### src/rtl/cpu_pkg.sv
// Shared CPU pipeline types: default widths, ALU-op width and the ID/EX stage-entry record.
package cpu_pkg;

  localparam int unsigned CPU_DATA_W = 32;
  localparam int unsigned CPU_REG_AW = 5;
  localparam int unsigned ALUOP_W    = 4;

  // Payload held in the ID/EX register: operands, immediate, controls and source indices.
  typedef struct packed {
    logic [CPU_DATA_W-1:0] data1;
    logic [CPU_DATA_W-1:0] data2;
    logic [CPU_DATA_W-1:0] imm;
    logic [CPU_REG_AW-1:0] write_reg;
    logic                  reg_write;
    logic                  mem_read;
    logic [ALUOP_W-1:0]    alu_op;
    logic [CPU_REG_AW-1:0] src1;
    logic [CPU_REG_AW-1:0] src2;
  } stage_entry_t;

endpackage

### src/rtl/id_ex_stage_if.sv
// Decode -> ID/EX -> EX bundle: input handshake, decoded fields, writeback port and output handshake.
interface id_ex_stage_if
  import cpu_pkg::*;
#(
  parameter int unsigned DATA_W = CPU_DATA_W,
  parameter int unsigned REG_AW = CPU_REG_AW
);

  logic              InValid;
  logic              InReady;
  logic [REG_AW-1:0] ReadReg1;
  logic [REG_AW-1:0] ReadReg2;
  logic [DATA_W-1:0] ReadData1;
  logic [DATA_W-1:0] ReadData2;
  logic [REG_AW-1:0] InWriteReg;
  logic              InRegWrite;
  logic              InMemRead;
  logic [DATA_W-1:0] InImm;
  logic [ALUOP_W-1:0] InALUOp;

  logic              WbRegWrite;
  logic [REG_AW-1:0] WbWriteReg;
  logic [DATA_W-1:0] WbWriteData;

  logic              Flush;

  logic              OutValid;
  logic              OutReady;
  logic [DATA_W-1:0] OutData1;
  logic [DATA_W-1:0] OutData2;
  logic [DATA_W-1:0] OutImm;
  logic [REG_AW-1:0] OutWriteReg;
  logic              OutRegWrite;
  logic              OutMemRead;
  logic [ALUOP_W-1:0] OutALUOp;

  // Upstream/downstream environment side
  modport master (
    output InValid, ReadReg1, ReadReg2, ReadData1, ReadData2,
           InWriteReg, InRegWrite, InMemRead, InImm, InALUOp,
           WbRegWrite, WbWriteReg, WbWriteData, Flush, OutReady,
    input  InReady, OutValid, OutData1, OutData2, OutImm,
           OutWriteReg, OutRegWrite, OutMemRead, OutALUOp
  );

  // Pipeline stage side
  modport slave (
    input  InValid, ReadReg1, ReadReg2, ReadData1, ReadData2,
           InWriteReg, InRegWrite, InMemRead, InImm, InALUOp,
           WbRegWrite, WbWriteReg, WbWriteData, Flush, OutReady,
    output InReady, OutValid, OutData1, OutData2, OutImm,
           OutWriteReg, OutRegWrite, OutMemRead, OutALUOp
  );

endinterface

### src/rtl/id_ex_bypass.sv
// Per-operand source select: register 0 reads as zero; with ID_EX_WB_BYPASS_EN a same-cycle
// writeback to the source register overrides the supplied data.
module id_ex_bypass
  import cpu_pkg::*;
#(
  parameter int unsigned DATA_W = CPU_DATA_W,
  parameter int unsigned REG_AW = CPU_REG_AW
) (
  input  logic [REG_AW-1:0] src,
  input  logic [DATA_W-1:0] src_data,
  input  logic              wb_we,
  input  logic [REG_AW-1:0] wb_reg,
  input  logic [DATA_W-1:0] wb_data,
  output logic [DATA_W-1:0] operand_c
);

`ifdef ID_EX_WB_BYPASS_EN
  logic wb_hit_c;

  assign wb_hit_c = wb_we && (wb_reg != '0) && (wb_reg == src);

  always_comb begin
    operand_c = src_data;
    if (wb_hit_c) operand_c = wb_data;
    if (src == '0) operand_c = '0;
  end
`else
  logic unused_wb;

  assign unused_wb = ^{wb_we, wb_reg, wb_data};

  always_comb begin
    operand_c = src_data;
    if (src == '0) operand_c = '0;
  end
`endif

endmodule

### src/rtl/id_ex_stage.sv
// ID/EX pipeline register with valid/ready handshake, load-use stall and optional writeback
// bypass/refresh of held operands (enabled by defining ID_EX_WB_BYPASS_EN).
module id_ex_stage
  import cpu_pkg::*;
#(
  parameter int unsigned DATA_W     = CPU_DATA_W,
  parameter int unsigned REG_AW     = CPU_REG_AW,
  parameter int unsigned LOAD_STALL = 1
) (
  input logic          clock,
  input logic          reset,
  id_ex_stage_if.slave bus
);

  localparam int unsigned STALL_W = 2;

  stage_entry_t       held_q;
  stage_entry_t       held_d;
  logic               valid_q;
  logic               valid_d;
  logic [STALL_W-1:0] stall_q;
  logic [STALL_W-1:0] stall_d;

  logic               hazard_c;
  logic               ready_c;
  logic               accept_c;
  logic [REG_AW-1:0]  sel_reg1_c;
  logic [REG_AW-1:0]  sel_reg2_c;
  logic [DATA_W-1:0]  sel_data1_c;
  logic [DATA_W-1:0]  sel_data2_c;
  logic [DATA_W-1:0]  op1_c;
  logic [DATA_W-1:0]  op2_c;

  // Load-use: the held load's destination is a source of the incoming instruction.
  assign hazard_c = valid_q && held_q.mem_read && (held_q.write_reg != '0) && bus.InValid &&
                    ((held_q.write_reg == bus.ReadReg1) || (held_q.write_reg == bus.ReadReg2));

  assign ready_c  = (!valid_q || bus.OutReady) && !hazard_c && (stall_q == '0);
  assign accept_c = bus.InValid && ready_c;

`ifdef ID_EX_WB_BYPASS_EN
  // Selectors serve the incoming instruction on accept, otherwise refresh the held one.
  assign sel_reg1_c  = accept_c ? bus.ReadReg1  : held_q.src1;
  assign sel_reg2_c  = accept_c ? bus.ReadReg2  : held_q.src2;
  assign sel_data1_c = accept_c ? bus.ReadData1 : held_q.data1;
  assign sel_data2_c = accept_c ? bus.ReadData2 : held_q.data2;
`else
  logic unused_src;

  assign unused_src  = ^{held_q.src1, held_q.src2};
  assign sel_reg1_c  = bus.ReadReg1;
  assign sel_reg2_c  = bus.ReadReg2;
  assign sel_data1_c = bus.ReadData1;
  assign sel_data2_c = bus.ReadData2;
`endif

  id_ex_bypass #(.DATA_W(DATA_W), .REG_AW(REG_AW)) u_bypass1 (
    .src       (sel_reg1_c),
    .src_data  (sel_data1_c),
    .wb_we     (bus.WbRegWrite),
    .wb_reg    (bus.WbWriteReg),
    .wb_data   (bus.WbWriteData),
    .operand_c (op1_c)
  );

  id_ex_bypass #(.DATA_W(DATA_W), .REG_AW(REG_AW)) u_bypass2 (
    .src       (sel_reg2_c),
    .src_data  (sel_data2_c),
    .wb_we     (bus.WbRegWrite),
    .wb_reg    (bus.WbWriteReg),
    .wb_data   (bus.WbWriteData),
    .operand_c (op2_c)
  );

  // Next-state: flush beats stall and accept; accept beats drain; held data otherwise kept.
  always_comb begin
    valid_d = valid_q;
    held_d  = held_q;
    stall_d = stall_q;
    if (bus.Flush) begin
      valid_d = 1'b0;
      stall_d = '0;
    end else begin
      if (stall_q != '0) stall_d = stall_q - STALL_W'(1);
      if (hazard_c && bus.OutReady) stall_d = STALL_W'(LOAD_STALL - 1);
      if (accept_c) begin
        valid_d          = 1'b1;
        held_d.data1     = op1_c;
        held_d.data2     = op2_c;
        held_d.imm       = bus.InImm;
        held_d.write_reg = bus.InWriteReg;
        held_d.reg_write = bus.InRegWrite;
        held_d.mem_read  = bus.InMemRead;
        held_d.alu_op    = bus.InALUOp;
`ifdef ID_EX_WB_BYPASS_EN
        held_d.src1      = bus.ReadReg1;
        held_d.src2      = bus.ReadReg2;
`endif
      end else if (valid_q && bus.OutReady) begin
        valid_d = 1'b0;
`ifdef ID_EX_WB_BYPASS_EN
      end else if (valid_q) begin
        held_d.data1 = op1_c;
        held_d.data2 = op2_c;
`endif
      end
    end
  end

  always_ff @(posedge clock) begin
    if (reset) begin
      valid_q <= 1'b0;
      held_q  <= '0;
      stall_q <= '0;
    end else begin
      valid_q <= valid_d;
      held_q  <= held_d;
      stall_q <= stall_d;
    end
  end

  assign bus.InReady     = ready_c;
  assign bus.OutValid    = valid_q;
  assign bus.OutData1    = held_q.data1;
  assign bus.OutData2    = held_q.data2;
  assign bus.OutImm      = held_q.imm;
  assign bus.OutWriteReg = held_q.write_reg;
  assign bus.OutRegWrite = held_q.reg_write;
  assign bus.OutMemRead  = held_q.mem_read;
  assign bus.OutALUOp    = held_q.alu_op;

endmodule

### src/flat_wrapper.sv
// flat-port wrapper written by rule: the top's interface ports become plain ports
module id_ex_stage_flat import cpu_pkg::*;
#(
  parameter int unsigned DATA_W     = CPU_DATA_W,
  parameter int unsigned REG_AW     = CPU_REG_AW,
  parameter int unsigned LOAD_STALL = 1
)
  (clock, reset, bus_InValid, bus_ReadReg1, bus_ReadReg2, bus_ReadData1, bus_ReadData2, bus_InWriteReg, bus_InRegWrite, bus_InMemRead, bus_InImm, bus_InALUOp, bus_WbRegWrite, bus_WbWriteReg, bus_WbWriteData, bus_Flush, bus_OutReady, bus_InReady, bus_OutValid, bus_OutData1, bus_OutData2, bus_OutImm, bus_OutWriteReg, bus_OutRegWrite, bus_OutMemRead, bus_OutALUOp);
  id_ex_stage_if #(.DATA_W(DATA_W), .REG_AW(REG_AW)) bus_i ();
  input logic clock;
  input logic reset;
  input wire logic [$bits(bus_i.InValid)-1:0] bus_InValid;
  input wire logic [$bits(bus_i.ReadReg1)-1:0] bus_ReadReg1;
  input wire logic [$bits(bus_i.ReadReg2)-1:0] bus_ReadReg2;
  input wire logic [$bits(bus_i.ReadData1)-1:0] bus_ReadData1;
  input wire logic [$bits(bus_i.ReadData2)-1:0] bus_ReadData2;
  input wire logic [$bits(bus_i.InWriteReg)-1:0] bus_InWriteReg;
  input wire logic [$bits(bus_i.InRegWrite)-1:0] bus_InRegWrite;
  input wire logic [$bits(bus_i.InMemRead)-1:0] bus_InMemRead;
  input wire logic [$bits(bus_i.InImm)-1:0] bus_InImm;
  input wire logic [$bits(bus_i.InALUOp)-1:0] bus_InALUOp;
  input wire logic [$bits(bus_i.WbRegWrite)-1:0] bus_WbRegWrite;
  input wire logic [$bits(bus_i.WbWriteReg)-1:0] bus_WbWriteReg;
  input wire logic [$bits(bus_i.WbWriteData)-1:0] bus_WbWriteData;
  input wire logic [$bits(bus_i.Flush)-1:0] bus_Flush;
  input wire logic [$bits(bus_i.OutReady)-1:0] bus_OutReady;
  output wire logic [$bits(bus_i.InReady)-1:0] bus_InReady;
  output wire logic [$bits(bus_i.OutValid)-1:0] bus_OutValid;
  output wire logic [$bits(bus_i.OutData1)-1:0] bus_OutData1;
  output wire logic [$bits(bus_i.OutData2)-1:0] bus_OutData2;
  output wire logic [$bits(bus_i.OutImm)-1:0] bus_OutImm;
  output wire logic [$bits(bus_i.OutWriteReg)-1:0] bus_OutWriteReg;
  output wire logic [$bits(bus_i.OutRegWrite)-1:0] bus_OutRegWrite;
  output wire logic [$bits(bus_i.OutMemRead)-1:0] bus_OutMemRead;
  output wire logic [$bits(bus_i.OutALUOp)-1:0] bus_OutALUOp;
  assign bus_i.InValid = bus_InValid;
  assign bus_i.ReadReg1 = bus_ReadReg1;
  assign bus_i.ReadReg2 = bus_ReadReg2;
  assign bus_i.ReadData1 = bus_ReadData1;
  assign bus_i.ReadData2 = bus_ReadData2;
  assign bus_i.InWriteReg = bus_InWriteReg;
  assign bus_i.InRegWrite = bus_InRegWrite;
  assign bus_i.InMemRead = bus_InMemRead;
  assign bus_i.InImm = bus_InImm;
  assign bus_i.InALUOp = bus_InALUOp;
  assign bus_i.WbRegWrite = bus_WbRegWrite;
  assign bus_i.WbWriteReg = bus_WbWriteReg;
  assign bus_i.WbWriteData = bus_WbWriteData;
  assign bus_i.Flush = bus_Flush;
  assign bus_i.OutReady = bus_OutReady;
  assign bus_InReady = bus_i.InReady;
  assign bus_OutValid = bus_i.OutValid;
  assign bus_OutData1 = bus_i.OutData1;
  assign bus_OutData2 = bus_i.OutData2;
  assign bus_OutImm = bus_i.OutImm;
  assign bus_OutWriteReg = bus_i.OutWriteReg;
  assign bus_OutRegWrite = bus_i.OutRegWrite;
  assign bus_OutMemRead = bus_i.OutMemRead;
  assign bus_OutALUOp = bus_i.OutALUOp;
  id_ex_stage #(.DATA_W(DATA_W), .REG_AW(REG_AW), .LOAD_STALL(LOAD_STALL)) u_core (.clock(clock), .reset(reset), .bus(bus_i));
endmodule
### config.mk
export PLATFORM = sky130hd
export DESIGN_NAME = id_ex_stage_flat
export DESIGN_NICKNAME = d
export VERILOG_FILES = /design/src/rtl/cpu_pkg.sv /design/src/rtl/id_ex_stage_if.sv /design/src/rtl/id_ex_bypass.sv /design/src/rtl/id_ex_stage.sv /design/src/flat_wrapper.sv
export SDC_FILE = /design/constraint.sdc
export NUM_CORES = 1
export LEC_CHECK = 0
export ABC_AREA = 1
export ABC_CLOCK_PERIOD_IN_PS = 2710
export CAP_MARGIN = 20
export CORE_MARGIN = 4
export CORE_UTILIZATION = 45
export CTS_BUF_LIST = sky130_fd_sc_hd__clkbuf_2 sky130_fd_sc_hd__clkbuf_4 sky130_fd_sc_hd__clkbuf_8
export DETAILED_ROUTE_END_ITERATION = 12
export PLACE_DENSITY = 0.95
export SYNTH_ARGS = -nofsm -noshare
export SYNTH_HDL_FRONTEND = slang
export SYNTH_SLANG_ARGS = --single-unit
### constraint.sdc
create_clock -name clock -period 2.71 [get_ports clock]
set_input_delay 0.4065 -clock clock [delete_from_list [all_inputs] [get_ports clock]]
set_output_delay 0.4065 -clock clock [all_outputs]
set_load 0.005 [all_outputs]
======== Word-level counts from Yosys, hierarchy flattened ========
Index checks and enable logic that the tools add are counted.
word-level totals
  register bits ........................... 110
  output and inout bits ................... 109
  logic and storage cells ................. 39
  input port bits ......................... 160
operators by class
  bitwise operators ....................... 1
  reductions and logical operators ........ 22
  add/subtract/negate cells ............... 1
  equal/unequal tests ..................... 2
  multiplexer cells ....................... 4
operators by type and width
  operator                                           number
  2-to-1 mux 32 bit                                  2
  == test 5 bit                                      2
  zero test 5 bit                                    2
  logical AND 1 bit                                  9
  nonzero test 5 bit                                 1
  nonzero test 2 bit                                 2
  OR reduction 3 bit                                 1
  zero test 1 bit                                    2
  zero test 2 bit                                    1
  logical OR 1 bit                                   2
  2-to-1 mux 1 bit                                   2
  AND reduction 2 bit                                1
  OR reduction 2 bit                                 1
  subtractor 2 x 1 -> 2 bit (second input constant)  1
  NOT 1 bit                                          1

======== Logic depth before layout (Yosys ltp) ========
  depth after elaboration ................. 9
  mapped depth ............................ 13
  gate-level depth less buffers ........... 11

======== Hierarchy ========
From an unflattened synthesis, not the netlist that was laid out.
unflattened totals
  cells, all modules ...................... 886
  area total of the unflattened synthesis .. 5348.9 sq um
modules (own cells, without submodules)
  module        area an instance (sq um)  times used  cells an instance
  id_ex_stage   4733.3                    1           744
  id_ex_bypass  307.8                     2           71

======== Least setup slack after synthesis ========
No wires, ideal clock.
  path type ............................... reg-to-reg
  start point ............................. register u_core.stall_q[0]
  end point ............................... register u_core.held_q (netlist bit u_core.bus.OutData1[0])
  required time ........................... 2.597 ns
  buffers on the path ..................... 2
  cell stages (with the launch flop) ...... 9
  library setup time ...................... 0.113 ns
  path slack .............................. 1.178 ns
  period minus slack after synthesis ...... 1.532 ns
  data arrival time ....................... 1.420 ns
  cell sequence ........................... dfxtp_1 -> inv_1 -> ha_1 -> a21boi_1 -> nand4_4 -> buf_6 -> buf_4 -> nor2_1 -> nor2_1
on the way
  cells in the longest elaborated chain, start to end .. 4
ends and longest elaborated chain
  what                           RTL line            text
  start, declared                id_ex_stage.sv:21   logic [STALL_W-1:0] stall_q;
  start signal, assigned         id_ex_stage.sv:118  stall_q <= stall_d;
  zero test 2 bit                id_ex_stage.sv:38   assign ready_c = (!valid_q || bus.OutReady) && !hazard_c && (stall_q == '0);
  logical AND 1 bit              id_ex_stage.sv:38
  logical AND 1 bit              id_ex_stage.sv:39   assign accept_c = bus.InValid && ready_c;
  AND reduction 2 bit (no line)  -
  end signal, assigned           id_ex_stage.sv:117  held_q <= held_d;
  end, declared                  id_ex_stage.sv:17   stage_entry_t held_q;
Every way passes these cells.
A chain may end at the register's enable or synchronous reset.

======== Worst setup path in the final report ========
  start point ............................. input bus_ReadReg2[0]
  end point ............................... output bus_InReady
on the way
  cells in the longest elaborated chain, start to end .. 6
ends and longest elaborated chain
  what                             RTL line            text
  start, declared                  flat_wrapper.sv:14  input wire logic [$bits(bus_i.ReadReg2)-1:0] bus_ReadReg2;
  == test 5 bit                    id_ex_stage.sv:36   ((held_q.write_reg == bus.ReadReg1) || (held_q.write_reg == bus.ReadReg2));
  logical OR 1 bit                 id_ex_stage.sv:36
  logical AND 1 bit                id_ex_stage.sv:35   assign hazard_c = valid_q && held_q.mem_read && (held_q.write_reg != '0) && bus.InValid &&
  zero test 1 bit                  id_ex_stage.sv:38
  logical AND 1 bit (2 in series)  id_ex_stage.sv:38
  end, declared                    flat_wrapper.sv:27  output wire logic [$bits(bus_i.InReady)-1:0] bus_InReady;
Every way passes these cells.

==> out/qor.csv <==
metric,value,unit
crit path cell chain,clkdlybuf4s50_1 -> nor2_1 -> nor2_1 -> nor2_1 -> nand3_1 -> nand2_1 -> a21boi_0 -> clkdlybuf4s50_1,
clk root buf,clkbuf_8,
DR vias,5413,
clk slew on worst S/H paths,0.09,ns
cts bufs inserted,9,
worst vdd ir,0.357,mV
first-pass GRT wire length,22.0,mm
number of global-route vias before repair,4817,
"non-filler cells, final",1244,
min cycle time layout,2.54,ns
number of remaining DRC errors,0,
post-synthesis cell type count,21,
placed instance area,0.00762,mm2
number of diodes,0,
Leak,4.22,nW
area added between synthesis and finish,48.2,%
synthesized instance count,883,
largest net degree at the start of global routing,57,
WL/cell,11.4,um
DIE AREA,0.0135,mm2
CP Max Fanout,3,
Crit path required time,2.30,ns
syn_nets,1044,
H-tree depth,3,
GRT overflow,0,
clk sinks,110,
Ports,269,
Max clock buf depth,2,
placed cells,1229,
Vias/cell,4.35,
Nets,1258,
clk_skew,0.00884,ns
Routed Antenna Nets,0,
Setup TNS,0,ns
die width,116,um
status,completed,
post-synth top area cell,dfxtp_1,
share of the synthesized area in the top cell type,0.419,
worst relative slew slack,0.603,
total power,3.59,mW
initial antenna violation count,0,
DRT Pass-1 Iters,4,
"most common cell after layout, fill and taps aside",nand2_1,
register area share after synthesis,0.419,
post-route cell area,0.00779,mm2
Starting Density,0.461,
setup violators final,0,
PostCTS Resize Cnt,0,
die height,116,um
drt total wl,14.2,mm
"most used cell, CP",nor2_1,
"leading cell types in the layout, fill and taps excluded","nand2_1, clkdlybuf4s50_1, nor2_1, inv_1, dfxtp_1",
Pwr Density,461,mW/mm2
"flops & latches, synth",110,
final hold vios,0,
Final Util,0.682,
synth warn,0,
Core Area,0.0114,mm2
post-CTS setup buffers,0,
synthesized cell area,0.00526,mm2
CP Launch Type,primary input,
gp weighted congestion,0.865,
Max Freq,393,MHz
PortBufs,230,
CP Class,primary input to primary output,
Fillers,918,
CP peak stage delay,0.59,ns
CTS tree,built,
First DRT Iteration DRCs,325,
synth top area cells,"dfxtp_1, nand2_1, nor2_1, inv_1, buf_6",
RSZ-0062 raised after global routing,false,
maxcap violations,0,
Clock Latency Late Sink,0.37,ns
Worst-Margin Slew,0.595,ns
max-slew violations,0,
row cnt,39,
post-DP HPWL,10.7,mm
Hold WC Path Type,register to register,
Worst Setup End Kind,primary output,
Overall Global Routing Usage,0.205,
Tcrit/Tclk final,0.938,
CP Data Arrival Time,2.14,ns
critical path's slowest cell,clkdlybuf4s50_1,
Post-CTS Hold Fix Bufs,0,
flop2flop setup slack,0.72,ns
Syn Area/Cell,5.96,um2
layout cells sized above 1,0.0309,
-- flip-flops by register name, indices dropped and copies added, names as in the netlist, 2 cells and up --
register	count
u_core.bus.OutData1	32
u_core.bus.OutData2	32
u_core.bus.OutImm	32
u_core.bus.OutWriteReg	5
u_core.bus.OutALUOp	4
u_core.stall_q	2
-- layout make-up --
cell class                 count  area, um2  area share
timing repair buffer         243       2420       0.311
sequential                   110       2200       0.283
multi-input combinational    548       2130       0.273
inverter                     185        696      0.0893
tap                          143        179      0.0230
clock buffer                  13        154      0.0197
clock inverter                 2       10.0     0.00128
-- power breakdown --
| group | total, mW | internal [mW] | switching, mW |
|---|---|---|---|
| logic | 0.884 | 0.508 | 0.376 |
| registers | 1.82 | 1.74 | 0.0701 |
| clock network | 0.892 | 0.369 | 0.522 |
-- per-layer routing --
metal	track usage	routed length (um)
met3	0.0793	1570
met2	0.364	6810
met5	0	0
met4	0.0858	385
met1	0.216	5430
-- synthesized netlist by cell type --
library cell and instances:
buf_6 8, a21oi_1 1, nand4_4 1, ha_1 1, a21boi_0 2, nor2_1 227, o21ai_0 1, buf_2 11
nand4_1 2, buf_1 5, nor3_1 1, inv_2 4, clkbuf_1 12, dfxtp_1 110, xnor2_1 2, xor2_1 1
inv_1 181, nand2_1 304, buf_4 4, nand3_1 4, a21boi_1 1
-- path summary, 6_finish.rpt --
path,cells after the start,start,endpoint
setup reg to reg,12,u_core.bus.OutWriteReg[1]$_SDFFE_PP0P_,u_core.bus.OutData1[13]$_SDFFE_PP0P_
hold / removal,4,u_core.bus.OutData1[10]$_SDFFE_PP0P_,u_core.bus.OutData1[10]$_SDFFE_PP0P_
hold reg to reg,4,u_core.bus.OutData1[10]$_SDFFE_PP0P_,u_core.bus.OutData1[10]$_SDFFE_PP0P_
setup / recovery,8,bus_ReadReg2[0],bus_InReady
-- through the flow --
stage	setup WS [ns]	hold slack (ns)
after floorplan	1.18	0.469
after detailed placement	0.187	0.500
final	0.168	0.513
after global placement	0.211	0.482
after global routing	0.0326	0.550
after CTS	0.0482	0.516
-- kinds of logic (layout without fill, tap and decap cells) --
family / after synthesis / count (layout) / synth area share
AND/OR/NAND/NOR: 539 / 539 / 0.390
buffers and inverters: 225 / 443 / 0.177
flip-flops: 110 / 110 / 0.419
AO/OA/AOI/OAI: 5 / 5 / 0.00618
XOR/XNOR: 3 / 3 / 0.00500
adder cells (fa/ha/maj): 1 / 1 / 0.00238
-- worst max-delay path: cells and delay by family --
| family | cells | cell delay, ns |
|---|---|---|
| compound gates | 1 | 0.28 |
| buf+inv | 2 | 1.09 |
| simple gates | 5 | 0.36 |
Power figures use the tool's default switching activity.
